<file path="src/rtl/axi_lite_cmd_master_pkg.sv">
// Shared definitions for the AXI-Lite command master: FSM state encoding,
// AXI response codes and the fixed write strobe.
package axi_lite_cmd_master_pkg;

    typedef enum logic [2:0] {
        ST_IDLE = 3'd0,
        ST_WR   = 3'd1,
        ST_WR_B = 3'd2,
        ST_RD_A = 3'd3,
        ST_RD_R = 3'd4,
        ST_RSP  = 3'd5
    } state_t;

    localparam logic [1:0] RESP_OKAY   = 2'b00;
    localparam logic [1:0] RESP_SLVERR = 2'b10;
    localparam logic [3:0] WSTRB_ALL   = 4'b1111;

    // Anything other than OKAY is reported to the command side as an error.
    function automatic logic resp_is_err(input logic [1:0] resp);
        return resp != RESP_OKAY;
    endfunction

endpackage

</file>
<file path="src/rtl/axi_lite_cmd_master_if.sv">
// Command/response streams plus the AXI-Lite master bus of the command master.
// The master modport is the block's view; slave is the view of whatever drives it.
interface axi_lite_cmd_master_if #(
    parameter int ADDR_N = 9,
    parameter int DATA_N = 32
);
    logic              cmd_valid;
    logic              cmd_ready;
    logic              cmd_we;
    logic [ADDR_N-1:0] cmd_addr;
    logic [DATA_N-1:0] cmd_data;

    logic              rsp_valid;
    logic              rsp_ready;
    logic [DATA_N-1:0] rsp_data;
    logic              rsp_err;

    logic [ADDR_N-1:0] m_axi_awaddr;
    logic              m_axi_awvalid;
    logic              m_axi_awready;
    logic [DATA_N-1:0] m_axi_wdata;
    logic [3:0]        m_axi_wstrb;
    logic              m_axi_wvalid;
    logic              m_axi_wready;
    logic [1:0]        m_axi_bresp;
    logic              m_axi_bvalid;
    logic              m_axi_bready;
    logic [ADDR_N-1:0] m_axi_araddr;
    logic              m_axi_arvalid;
    logic              m_axi_arready;
    logic [DATA_N-1:0] m_axi_rdata;
    logic [1:0]        m_axi_rresp;
    logic              m_axi_rvalid;
    logic              m_axi_rready;

    modport master (
        input  cmd_valid, cmd_we, cmd_addr, cmd_data, rsp_ready,
               m_axi_awready, m_axi_wready, m_axi_bresp, m_axi_bvalid,
               m_axi_arready, m_axi_rdata, m_axi_rresp, m_axi_rvalid,
        output cmd_ready, rsp_valid, rsp_data, rsp_err,
               m_axi_awaddr, m_axi_awvalid, m_axi_wdata, m_axi_wstrb, m_axi_wvalid,
               m_axi_bready, m_axi_araddr, m_axi_arvalid, m_axi_rready
    );

    modport slave (
        output cmd_valid, cmd_we, cmd_addr, cmd_data, rsp_ready,
               m_axi_awready, m_axi_wready, m_axi_bresp, m_axi_bvalid,
               m_axi_arready, m_axi_rdata, m_axi_rresp, m_axi_rvalid,
        input  cmd_ready, rsp_valid, rsp_data, rsp_err,
               m_axi_awaddr, m_axi_awvalid, m_axi_wdata, m_axi_wstrb, m_axi_wvalid,
               m_axi_bready, m_axi_araddr, m_axi_arvalid, m_axi_rready
    );

endinterface

</file>
<file path="src/rtl/axi_lite_cmd_master.sv">
// Turns single valid/ready commands into AXI-Lite reads or writes, one at a time,
// and returns the read data / error flag on a valid/ready response stream.
module axi_lite_cmd_master
    import axi_lite_cmd_master_pkg::*;
#(
    parameter int ADDR_N = 9,
    parameter int DATA_N = 32
) (
    input  logic                  clk,
    input  logic                  nrst,
    axi_lite_cmd_master_if.master bus
);

    state_t            state_q, state_d;
    logic              aw_done_q, aw_done_d;
    logic              w_done_q, w_done_d;
    logic [ADDR_N-1:0] addr_q, addr_d;
    logic [DATA_N-1:0] data_q, data_d;
    logic [DATA_N-1:0] rsp_data_q, rsp_data_d;
    logic              rsp_err_q, rsp_err_d;

    // Handshake outputs are real flops so reset can hold them low even though
    // reset itself lands in IDLE.
    logic cmd_ready_q, cmd_ready_d;
    logic rsp_valid_q, rsp_valid_d;
    logic awvalid_q, awvalid_d;
    logic wvalid_q, wvalid_d;
    logic bready_q, bready_d;
    logic arvalid_q, arvalid_d;
    logic rready_q, rready_d;

    always_ff @(posedge clk or negedge nrst) begin
        if (!nrst) begin
            state_q     <= ST_IDLE;
            aw_done_q   <= 1'b0;
            w_done_q    <= 1'b0;
            addr_q      <= '0;
            data_q      <= '0;
            rsp_data_q  <= '0;
            rsp_err_q   <= 1'b0;
            cmd_ready_q <= 1'b0;
            rsp_valid_q <= 1'b0;
            awvalid_q   <= 1'b0;
            wvalid_q    <= 1'b0;
            bready_q    <= 1'b0;
            arvalid_q   <= 1'b0;
            rready_q    <= 1'b0;
        end else begin
            state_q     <= state_d;
            aw_done_q   <= aw_done_d;
            w_done_q    <= w_done_d;
            addr_q      <= addr_d;
            data_q      <= data_d;
            rsp_data_q  <= rsp_data_d;
            rsp_err_q   <= rsp_err_d;
            cmd_ready_q <= cmd_ready_d;
            rsp_valid_q <= rsp_valid_d;
            awvalid_q   <= awvalid_d;
            wvalid_q    <= wvalid_d;
            bready_q    <= bready_d;
            arvalid_q   <= arvalid_d;
            rready_q    <= rready_d;
        end
    end

    always_comb begin
        state_d    = state_q;
        aw_done_d  = aw_done_q;
        w_done_d   = w_done_q;
        addr_d     = addr_q;
        data_d     = data_q;
        rsp_data_d = rsp_data_q;
        rsp_err_d  = rsp_err_q;

        unique case (state_q)
            ST_IDLE: begin
                if (bus.cmd_valid && cmd_ready_q) begin
                    addr_d    = bus.cmd_addr;
                    data_d    = bus.cmd_data;
                    aw_done_d = 1'b0;
                    w_done_d  = 1'b0;
                    state_d   = bus.cmd_we ? ST_WR : ST_RD_A;
                end
            end
            ST_WR: begin
                // AW and W retire independently; leave once both have gone.
                if (awvalid_q && bus.m_axi_awready) aw_done_d = 1'b1;
                if (wvalid_q && bus.m_axi_wready)   w_done_d  = 1'b1;
                if (aw_done_d && w_done_d)          state_d   = ST_WR_B;
            end
            ST_WR_B: begin
                if (bready_q && bus.m_axi_bvalid) begin
                    rsp_data_d = '0;
                    rsp_err_d  = resp_is_err(bus.m_axi_bresp);
                    state_d    = ST_RSP;
                end
            end
            ST_RD_A: begin
                if (arvalid_q && bus.m_axi_arready) state_d = ST_RD_R;
            end
            ST_RD_R: begin
                if (rready_q && bus.m_axi_rvalid) begin
                    rsp_data_d = bus.m_axi_rdata;
                    rsp_err_d  = resp_is_err(bus.m_axi_rresp);
                    state_d    = ST_RSP;
                end
            end
            ST_RSP: begin
                if (rsp_valid_q && bus.rsp_ready) state_d = ST_IDLE;
            end
            default: state_d = ST_IDLE;
        endcase

        // Outputs are decoded from the next state so they appear one edge later.
        cmd_ready_d = (state_d == ST_IDLE);
        awvalid_d   = (state_d == ST_WR) && !aw_done_d;
        wvalid_d    = (state_d == ST_WR) && !w_done_d;
        bready_d    = (state_d == ST_WR_B);
        arvalid_d   = (state_d == ST_RD_A);
        rready_d    = (state_d == ST_RD_R);
        rsp_valid_d = (state_d == ST_RSP);
    end

    assign bus.cmd_ready     = cmd_ready_q;
    assign bus.rsp_valid     = rsp_valid_q;
    assign bus.rsp_data      = rsp_data_q;
    assign bus.rsp_err       = rsp_err_q;
    assign bus.m_axi_awaddr  = addr_q;
    assign bus.m_axi_awvalid = awvalid_q;
    assign bus.m_axi_wdata   = data_q;
    assign bus.m_axi_wstrb   = WSTRB_ALL;
    assign bus.m_axi_wvalid  = wvalid_q;
    assign bus.m_axi_bready  = bready_q;
    assign bus.m_axi_araddr  = addr_q;
    assign bus.m_axi_arvalid = arvalid_q;
    assign bus.m_axi_rready  = rready_q;

endmodule
</file>
<file path="src/flat_wrapper.sv">
// flat-port wrapper written by rule: the top's interface ports become plain ports
module axi_lite_cmd_master_flat import axi_lite_cmd_master_pkg::*;
#(
    parameter int ADDR_N = 9,
    parameter int DATA_N = 32
)
  (clk, nrst, bus_cmd_valid, bus_cmd_we, bus_cmd_addr, bus_cmd_data, bus_rsp_ready, bus_m_axi_awready, bus_m_axi_wready, bus_m_axi_bresp, bus_m_axi_bvalid, bus_m_axi_arready, bus_m_axi_rdata, bus_m_axi_rresp, bus_m_axi_rvalid, bus_cmd_ready, bus_rsp_valid, bus_rsp_data, bus_rsp_err, bus_m_axi_awaddr, bus_m_axi_awvalid, bus_m_axi_wdata, bus_m_axi_wstrb, bus_m_axi_wvalid, bus_m_axi_bready, bus_m_axi_araddr, bus_m_axi_arvalid, bus_m_axi_rready);
  axi_lite_cmd_master_if #(.ADDR_N(ADDR_N), .DATA_N(DATA_N)) bus_i ();
  input  logic clk;
  input  logic nrst;
  input wire logic [$bits(bus_i.cmd_valid)-1:0] bus_cmd_valid;
  input wire logic [$bits(bus_i.cmd_we)-1:0] bus_cmd_we;
  input wire logic [$bits(bus_i.cmd_addr)-1:0] bus_cmd_addr;
  input wire logic [$bits(bus_i.cmd_data)-1:0] bus_cmd_data;
  input wire logic [$bits(bus_i.rsp_ready)-1:0] bus_rsp_ready;
  input wire logic [$bits(bus_i.m_axi_awready)-1:0] bus_m_axi_awready;
  input wire logic [$bits(bus_i.m_axi_wready)-1:0] bus_m_axi_wready;
  input wire logic [$bits(bus_i.m_axi_bresp)-1:0] bus_m_axi_bresp;
  input wire logic [$bits(bus_i.m_axi_bvalid)-1:0] bus_m_axi_bvalid;
  input wire logic [$bits(bus_i.m_axi_arready)-1:0] bus_m_axi_arready;
  input wire logic [$bits(bus_i.m_axi_rdata)-1:0] bus_m_axi_rdata;
  input wire logic [$bits(bus_i.m_axi_rresp)-1:0] bus_m_axi_rresp;
  input wire logic [$bits(bus_i.m_axi_rvalid)-1:0] bus_m_axi_rvalid;
  output wire logic [$bits(bus_i.cmd_ready)-1:0] bus_cmd_ready;
  output wire logic [$bits(bus_i.rsp_valid)-1:0] bus_rsp_valid;
  output wire logic [$bits(bus_i.rsp_data)-1:0] bus_rsp_data;
  output wire logic [$bits(bus_i.rsp_err)-1:0] bus_rsp_err;
  output wire logic [$bits(bus_i.m_axi_awaddr)-1:0] bus_m_axi_awaddr;
  output wire logic [$bits(bus_i.m_axi_awvalid)-1:0] bus_m_axi_awvalid;
  output wire logic [$bits(bus_i.m_axi_wdata)-1:0] bus_m_axi_wdata;
  output wire logic [$bits(bus_i.m_axi_wstrb)-1:0] bus_m_axi_wstrb;
  output wire logic [$bits(bus_i.m_axi_wvalid)-1:0] bus_m_axi_wvalid;
  output wire logic [$bits(bus_i.m_axi_bready)-1:0] bus_m_axi_bready;
  output wire logic [$bits(bus_i.m_axi_araddr)-1:0] bus_m_axi_araddr;
  output wire logic [$bits(bus_i.m_axi_arvalid)-1:0] bus_m_axi_arvalid;
  output wire logic [$bits(bus_i.m_axi_rready)-1:0] bus_m_axi_rready;
  assign bus_i.cmd_valid = bus_cmd_valid;
  assign bus_i.cmd_we = bus_cmd_we;
  assign bus_i.cmd_addr = bus_cmd_addr;
  assign bus_i.cmd_data = bus_cmd_data;
  assign bus_i.rsp_ready = bus_rsp_ready;
  assign bus_i.m_axi_awready = bus_m_axi_awready;
  assign bus_i.m_axi_wready = bus_m_axi_wready;
  assign bus_i.m_axi_bresp = bus_m_axi_bresp;
  assign bus_i.m_axi_bvalid = bus_m_axi_bvalid;
  assign bus_i.m_axi_arready = bus_m_axi_arready;
  assign bus_i.m_axi_rdata = bus_m_axi_rdata;
  assign bus_i.m_axi_rresp = bus_m_axi_rresp;
  assign bus_i.m_axi_rvalid = bus_m_axi_rvalid;
  assign bus_cmd_ready = bus_i.cmd_ready;
  assign bus_rsp_valid = bus_i.rsp_valid;
  assign bus_rsp_data = bus_i.rsp_data;
  assign bus_rsp_err = bus_i.rsp_err;
  assign bus_m_axi_awaddr = bus_i.m_axi_awaddr;
  assign bus_m_axi_awvalid = bus_i.m_axi_awvalid;
  assign bus_m_axi_wdata = bus_i.m_axi_wdata;
  assign bus_m_axi_wstrb = bus_i.m_axi_wstrb;
  assign bus_m_axi_wvalid = bus_i.m_axi_wvalid;
  assign bus_m_axi_bready = bus_i.m_axi_bready;
  assign bus_m_axi_araddr = bus_i.m_axi_araddr;
  assign bus_m_axi_arvalid = bus_i.m_axi_arvalid;
  assign bus_m_axi_rready = bus_i.m_axi_rready;
  axi_lite_cmd_master #(.ADDR_N(ADDR_N), .DATA_N(DATA_N)) u_core (.clk(clk), .nrst(nrst), .bus(bus_i));
endmodule
</file>
<file path="config.mk">
export PLATFORM = sky130hd
export DESIGN_NAME = axi_lite_cmd_master_flat
export DESIGN_NICKNAME = d
export VERILOG_FILES = /design/src/rtl/axi_lite_cmd_master_pkg.sv /design/src/rtl/axi_lite_cmd_master_if.sv /design/src/rtl/axi_lite_cmd_master.sv /design/src/flat_wrapper.sv
export SDC_FILE = /design/constraint.sdc
export NUM_CORES = 1
export LEC_CHECK = 0
export CAP_MARGIN = 0
export CORE_ASPECT_RATIO = 0.8
export CORE_UTILIZATION = 40
export CTS_CLUSTER_DIAMETER = 30
export DETAILED_ROUTE_END_ITERATION = 10
export HOLD_SLACK_MARGIN = 0.06
export PLACE_DENSITY = 0.81
export SLEW_MARGIN = 0
export SYNTH_ARGS = -nofsm -noshare
export SYNTH_HDL_FRONTEND = slang
export SYNTH_SLANG_ARGS = --single-unit
</file>
<file path="constraint.sdc">
create_clock -name clk -period 4.9 [get_ports clk]
set_clock_uncertainty 0.15 [all_clocks]
set_input_delay 1.47 -clock clk [delete_from_list [all_inputs] [get_ports clk]]
set_output_delay 1.47 -clock clk [all_outputs]
set_load 0.02 [all_outputs]
</file>
==> results.md <==
* CTS clk-pin slew, worst paths at 0.09 ns
* Share of the synthesized area in the top cell type at 61.7%
* Crit. End Element: flop
* CTS buffer count at 9
* Seq pwr share at 37.2%
* WS Path Type: input port to flop
* RSZ-0062 raised after global routing: false
* Commonest cells post-synth: dfrtp_1, nand2_1, o21ai_1
* Synth-to-Final Area Change at 56.0%
* Port-buffer cells at 176
* Count leader, synth: dfrtp_1
* IO Pins at 181
* Startpoint types: input port
* DP Area at 5260 sq um
* Ys flop type: dfrtp_1
* Fmax at 0.306 GHz
* Finished Cell Area at 5440 sq um
* CTS Sinks at 86
* Slowest CP cell: and3_2
* Yosys cell types at 30
* Clock latency on the worst-skew pair at 0.35 ns
* Sw power at 1.10 mW
* DRT antenna net count at 0
* Post-CTS sizing at 0
* Yosys top cell by area: dfrtp_1
* Vias per cell at 4.70
* Place WS at 1.18 ns
* Htree depth at 3
* Post-synth EDFFs at 0
* Max stage delay on crit path at 0.87 ns
* Utilization after layout at 64.1%
* Routed len/inst at 14.7 um
* Placed cells at 561
* Total Routing Usage GR at 19.2%
* Tmin final at 3.27 ns
* YS warnings at 0
* Combinational Power Share at 48.1%
* Yosys reg bits at 86
* Fin nets at 547
* Max-Cap Viols at 0
* Leak at 2.20 nW
* Layout cells sized above 1 at 10.8%
* DRC at 0
* Worst-Margin Slew at 1.06 ns
* Hold WS at 0.336 ns
* Drt total wl at 8460 um
* Sw Ratio at 36.9%
* Standard-cell rows at 30
* Synth area leaders: dfrtp_1, mux2_2, nand2_1
* Final Hold Viols at 0
* Initial cell density of the core at 41.1%
* Pin count of the biggest net entering global routing at 87
* 1st-pass router iterations at 4
* Crit path cell chain: clkdlybuf4s50_1, and3_2, o21ai_0, nor4b_2
* GRT overflow at 0
* Type of the most critical hold path: flop to flop
* Final Total Pwr at 2.99 mW
* Post-CTS setup buffers at 0
* Status: finished, final reports clean
* Clock Path Buffers at 2
* Pwr dens at 549 nW/um^2
* Final Max Tran Viols at 0
* Clk pwr share at 14.7%
* Final period utilization at 66.7%
* CP Data Arrival Time at 3.38 ns
* CTS Hold Bufs at 0
* Die span in x at 106 um
* Core ar. at 8480 sq um
* Routed vias at 2710
* WP data required at 5.01 ns
* Final cell count without fillers at 577
* Post-Synthesis Cells at 296
* Synth async-reset ratio at 100%
* CP Max Fanout at 44
* Seq/Total Area, Yosys at 61.7%
* Power Internal at 1.88 mW
* Number of global-route vias before repair at 2712
* Die area at 9100 sq um
* Cell Area, Synth at 3490 sq um
* Setup TNS Final at 0 ns
* VDD IR max at 0.373 mV
* Syn Area/Cell at 11.8 sq um
* DRT iter0 DRCs at 101
* # diodes at 0
* First-pass GRT wire length at 13600 um
* Worst path setup slack after routing at 1.63 ns
* GPL Wtd Cong at 0.776
* Final setup viols at 0
* Post-DP HPWL at 6030 um
* Initial antenna violation count at 0
* Slew HR at 29.2%
* Root Buffer: clkbuf_8
* CTS tree: built
* Die Y-Extent at 85.5 um
final timing paths:
path                       cells past startpoint                         end                       start  slack (ns)
setup / recovery                               4    u_core.bus.m_axi_awvalid               bus_cmd_valid        1.63
hold / removal                                 1  u_core.bus.m_axi_wdata[31]  u_core.bus.m_axi_wdata[31]        0.34
setup reg to reg                               4    u_core.bus.m_axi_awvalid           u_core.state_q[2]        2.41
hold reg to reg                                1  u_core.bus.m_axi_wdata[31]  u_core.bus.m_axi_wdata[31]        0.34
max in group asynchronous                      1     u_core.bus.m_axi_bready                        nrst        2.76
min in group asynchronous                      1  u_core.bus.m_axi_wdata[28]                        nrst        1.16
logic make-up (layout without fill, tap and decap cells):
group / after synthesis / in the layout / synth area share, %
and+or+nand+nor: 96 / 96 / 12.9
DFF: 86 / 86 / 61.7
AOI/OAI and AO/OA: 42 / 42 / 7.00
muxes: 41 / 41 / 13.2
buffers and inverters: 30 / 196 / 5.06
other: 1 / 4 / 0.108
critical path, delay by kind of cell:
| kind | cells | cell delay (ns) |
|---|---|---|
| buf+inv | 1 | 0.48 |
| simple gates | 2 | 1.14 |
| compound gates | 1 | 0.28 |
cell usage in the layout, fill, tap and decap left out, types with 3 or more instances in the layout:
cell type and count:
conb_1 4, buf_4 3, nor3_1 3, clkinv_4 3
clkdlybuf4s50_1 175, dfrtp_1 86, clkbuf_8 9, o21ai_1 33
nand3_1 5, mux2_2 24, nor3b_1 3, and2_1 3
mux2_1 17, nand2_1 70
flip-flops by register name, indices dropped and copies added (netlist names):
| signal | count |
|---|---|
| u_core.aw_done_q | 1 |
| u_core.bus.cmd_ready | 1 |
| u_core.bus.m_axi_araddr | 9 |
| u_core.bus.m_axi_arvalid | 1 |
| u_core.bus.m_axi_awvalid | 1 |
| u_core.bus.m_axi_bready | 1 |
| u_core.bus.m_axi_rready | 1 |
| u_core.bus.m_axi_wdata | 32 |
| u_core.bus.m_axi_wvalid | 1 |
| u_core.bus.rsp_data | 32 |
| u_core.bus.rsp_err | 1 |
| u_core.bus.rsp_valid | 1 |
| u_core.state_q | 3 |
| u_core.w_done_q | 1 |
power by group through the flow:
stage                     sequential, mW  clock, mW  combinational, mW
after detailed placement            1.12          0               1.45
after CTS                           1.11      0.454               1.45
after global routing                1.15      0.485               1.53
after global placement              1.11          0               1.42
after floorplan                     1.39          0              0.516
final                               1.11      0.438               1.44
final cells by class:
class / instances / area [sq um]
Sequential cell: 86 / 2150
Inverter: 2 / 7.51
Timing Repair Buffer: 178 / 1770
Multi-Input combinational cell: 183 / 1190
Fill cell: 701 / 3040
Tap cell: 112 / 140
Clock buffer: 9 / 124
Clock inverter: 7 / 51.3
per-layer routing:
metal	vias to the layer above	part of all wire [%]	routed length, um	GRT usage (%)
met1	1293	42	3550	24.0
met2	104	51	4340	32.8
met5	-	0	0	0
li1	1304	-	-	-
met3	9	5.6	473	5.24
met4	0	1.2	98	5.68
No activity file was read; power rests on OpenSTA's default activity.
==> RTL change: new RTL, same flow settings <==
`rsp_data_q` no longer has a reset.
--- a/src/rtl/axi_lite_cmd_master.sv
+++ b/src/rtl/axi_lite_cmd_master.sv
@@ -36,7 +36,6 @@
             w_done_q    <= 1'b0;
             addr_q      <= '0;
             data_q      <= '0;
-            rsp_data_q  <= '0;
             rsp_err_q   <= 1'b0;
             cmd_ready_q <= 1'b0;
             rsp_valid_q <= 1'b0;
@@ -51,7 +50,6 @@
             w_done_q    <= w_done_d;
             addr_q      <= addr_d;
             data_q      <= data_d;
-            rsp_data_q  <= rsp_data_d;
             rsp_err_q   <= rsp_err_d;
             cmd_ready_q <= cmd_ready_d;
             rsp_valid_q <= rsp_valid_d;
@@ -61,6 +59,10 @@
             arvalid_q   <= arvalid_d;
             rready_q    <= rready_d;
         end
+    end
+
+    always_ff @(posedge clk) begin
+        rsp_data_q <= rsp_data_d;
     end
 
     always_comb begin
Function: differs if nrst is asserted again (counterexample within 10 cycles, from zero or initial values and one cycle with nrst low); with nrst held inactive, the same outputs for 10 cycles.
==> RTL change against the unedited design <==
Setup slack worse by 0.071 ns. Non-clock buffer count up 2. Sequential cell count is the same. Wire length increased by 3.8%. Core utilization grew 2.4 points. Final area about the same. Worst hold slack got worse by 0.0078 ns. Power down 1.9%. Area after synthesis down 0.65%.
==> RTL change: results (changes against the unedited design) <==
Parameter                              Value

Critical path
  Worst path arrival time ... 3.45 ns (was 3.38 ns)
  Cell with the largest stage delay on the worst path ... nand4b_1 (was and3_2)
  Critical path peak fanout ... 30 (was 44)

Timing
  Worst slew pin tran ... 0.938 ns (was 1.06 ns)
  Fin crit period ... 3.34 ns (was 3.27 ns)

Yosys
  Count of flip-flops with a built-in enable after synthesis ... 32 (was 0)
  Proportion of register bits with asynchronous set or reset after synthesis ... 62.8% (was 100%)
  Ranking of synthesized cells by instance count ... 127 x nand2_1, 54 x dfrtp_1, 32 x and3_1, 32 x edfxtp_1 (was 86 x dfrtp_1, 70 x nand2_1, 33 x o21ai_1)
  Main area contributors after synthesis ... dfrtp_1 39%, edfxtp_1 28%, nand2_1 14% (was dfrtp_1 62%, mux2_2 7.8%, nand2_1 7.5%)
  Synthesized-area fraction occupied by ao, oa, aoi and oai cells ... 3.47% (was 7.00%)
  Multiplexer area fraction after synthesis ... 0.325% (was 13.2%)
  Part of the Yosys area used for sequential elements ... 66.7% (was 61.7%)

Pwr
  Leakage ... 2.44 nW (was 2.20 nW)
  Peak supply drop ... 272 µV (was 373 µV)

Final layout
  Fillcell total ... 643 (was 701)
  Fraction of final layout cells with drive strength greater than 1 ... 6.44% (was 10.8%)
  Area Overhead vs Synth ... 56.8% (was 56.0%)
  Final layout net count ... 563 (was 547)

Detailed routing
  Via-to-Cell Ratio ... 4.74 (was 4.70)
  Routed WL per cell ... 14.9 µm (was 14.7 µm)
  Detailed router's first-iteration violation count ... 98 (was 101)

GRT
  First-pass GRT wire length ... 13900 µm (was 13600 µm)
  Largest net degree at the start of global routing ... 55 (was 87)
  Via count of the first global-routing pass ... 2735 (was 2712)
  All-layer global routing usage ... 19.8% (was 19.2%)

Outcome
  Status ... completed (unchanged)

Placement
  Routability congestion estimate from global placement ... 0.817 (was 0.776)
RTL change: kinds of logic after synthesis:
logic type	count (synthesis)
other	1
AND/OR/NAND/NOR	180
flip-flops	86
multiplexers	1
AO/OA/AOI/OAI	14
buffers and inverters	29
RTL change: stage by stage:
step | hold WS [ns] | power, mW | instances
floorplan | 0.362 | 1.87 | 314
global placement | 0.309 | 2.42 | 573
detailed placement | 0.312 | 2.46 | 573
CTS | 0.331 | 2.96 | 589
global route | 0.350 | 3.11 | 589
finish | 0.328 | 2.93 | 589
RTL change: final timing paths:
path,start,depth (start not counted),to
hold reg to reg,u_core.bus.m_axi_wdata[9],2,u_core.bus.m_axi_wdata[9]
min in group asynchronous,nrst,2,u_core.bus.m_axi_wdata[22]
max in group asynchronous,nrst,2,u_core.bus.m_axi_araddr[4]
hold / removal,u_core.bus.m_axi_wdata[9],2,u_core.bus.m_axi_wdata[9]
setup / recovery,bus_cmd_valid,6,u_core.bus.m_axi_wvalid
setup reg to reg,u_core.state_q[0],6,u_core.bus.m_axi_wvalid
RTL change: layout make-up:
| cell class | count | area share, % |
|---|---|---|
| Multi-Input combinational cell | 199 | 18.3 |
| Tap cell | 108 | 2.49 |
| Sequential cell | 86 | 42.6 |
| Clock buffer | 13 | 3.34 |
| Timing Repair Buffer | 180 | 32.9 |
| Clock inverter | 3 | 0.437 |
RTL change: where the power goes:
group          leakage, nW  switching [mW]  internal, mW
registers            0.992           0.166         0.964
logic                 1.35           0.700         0.606
clock network       0.0961           0.246         0.247
RTL change: worst min-delay path: cells and delay by family, from the launching register on:
kind          cells  cell delay [ns]
simple gates      2             0.10
flops             1             0.35
RTL change: per-layer routing:
metal	share of wire (%)	wire, µm	global-route usage, %
met1	43	3790	24.8
met2	49	4280	34.0
met3	7.0	613	5.53
met4	1.1	93	5.30
met5	0	0	0
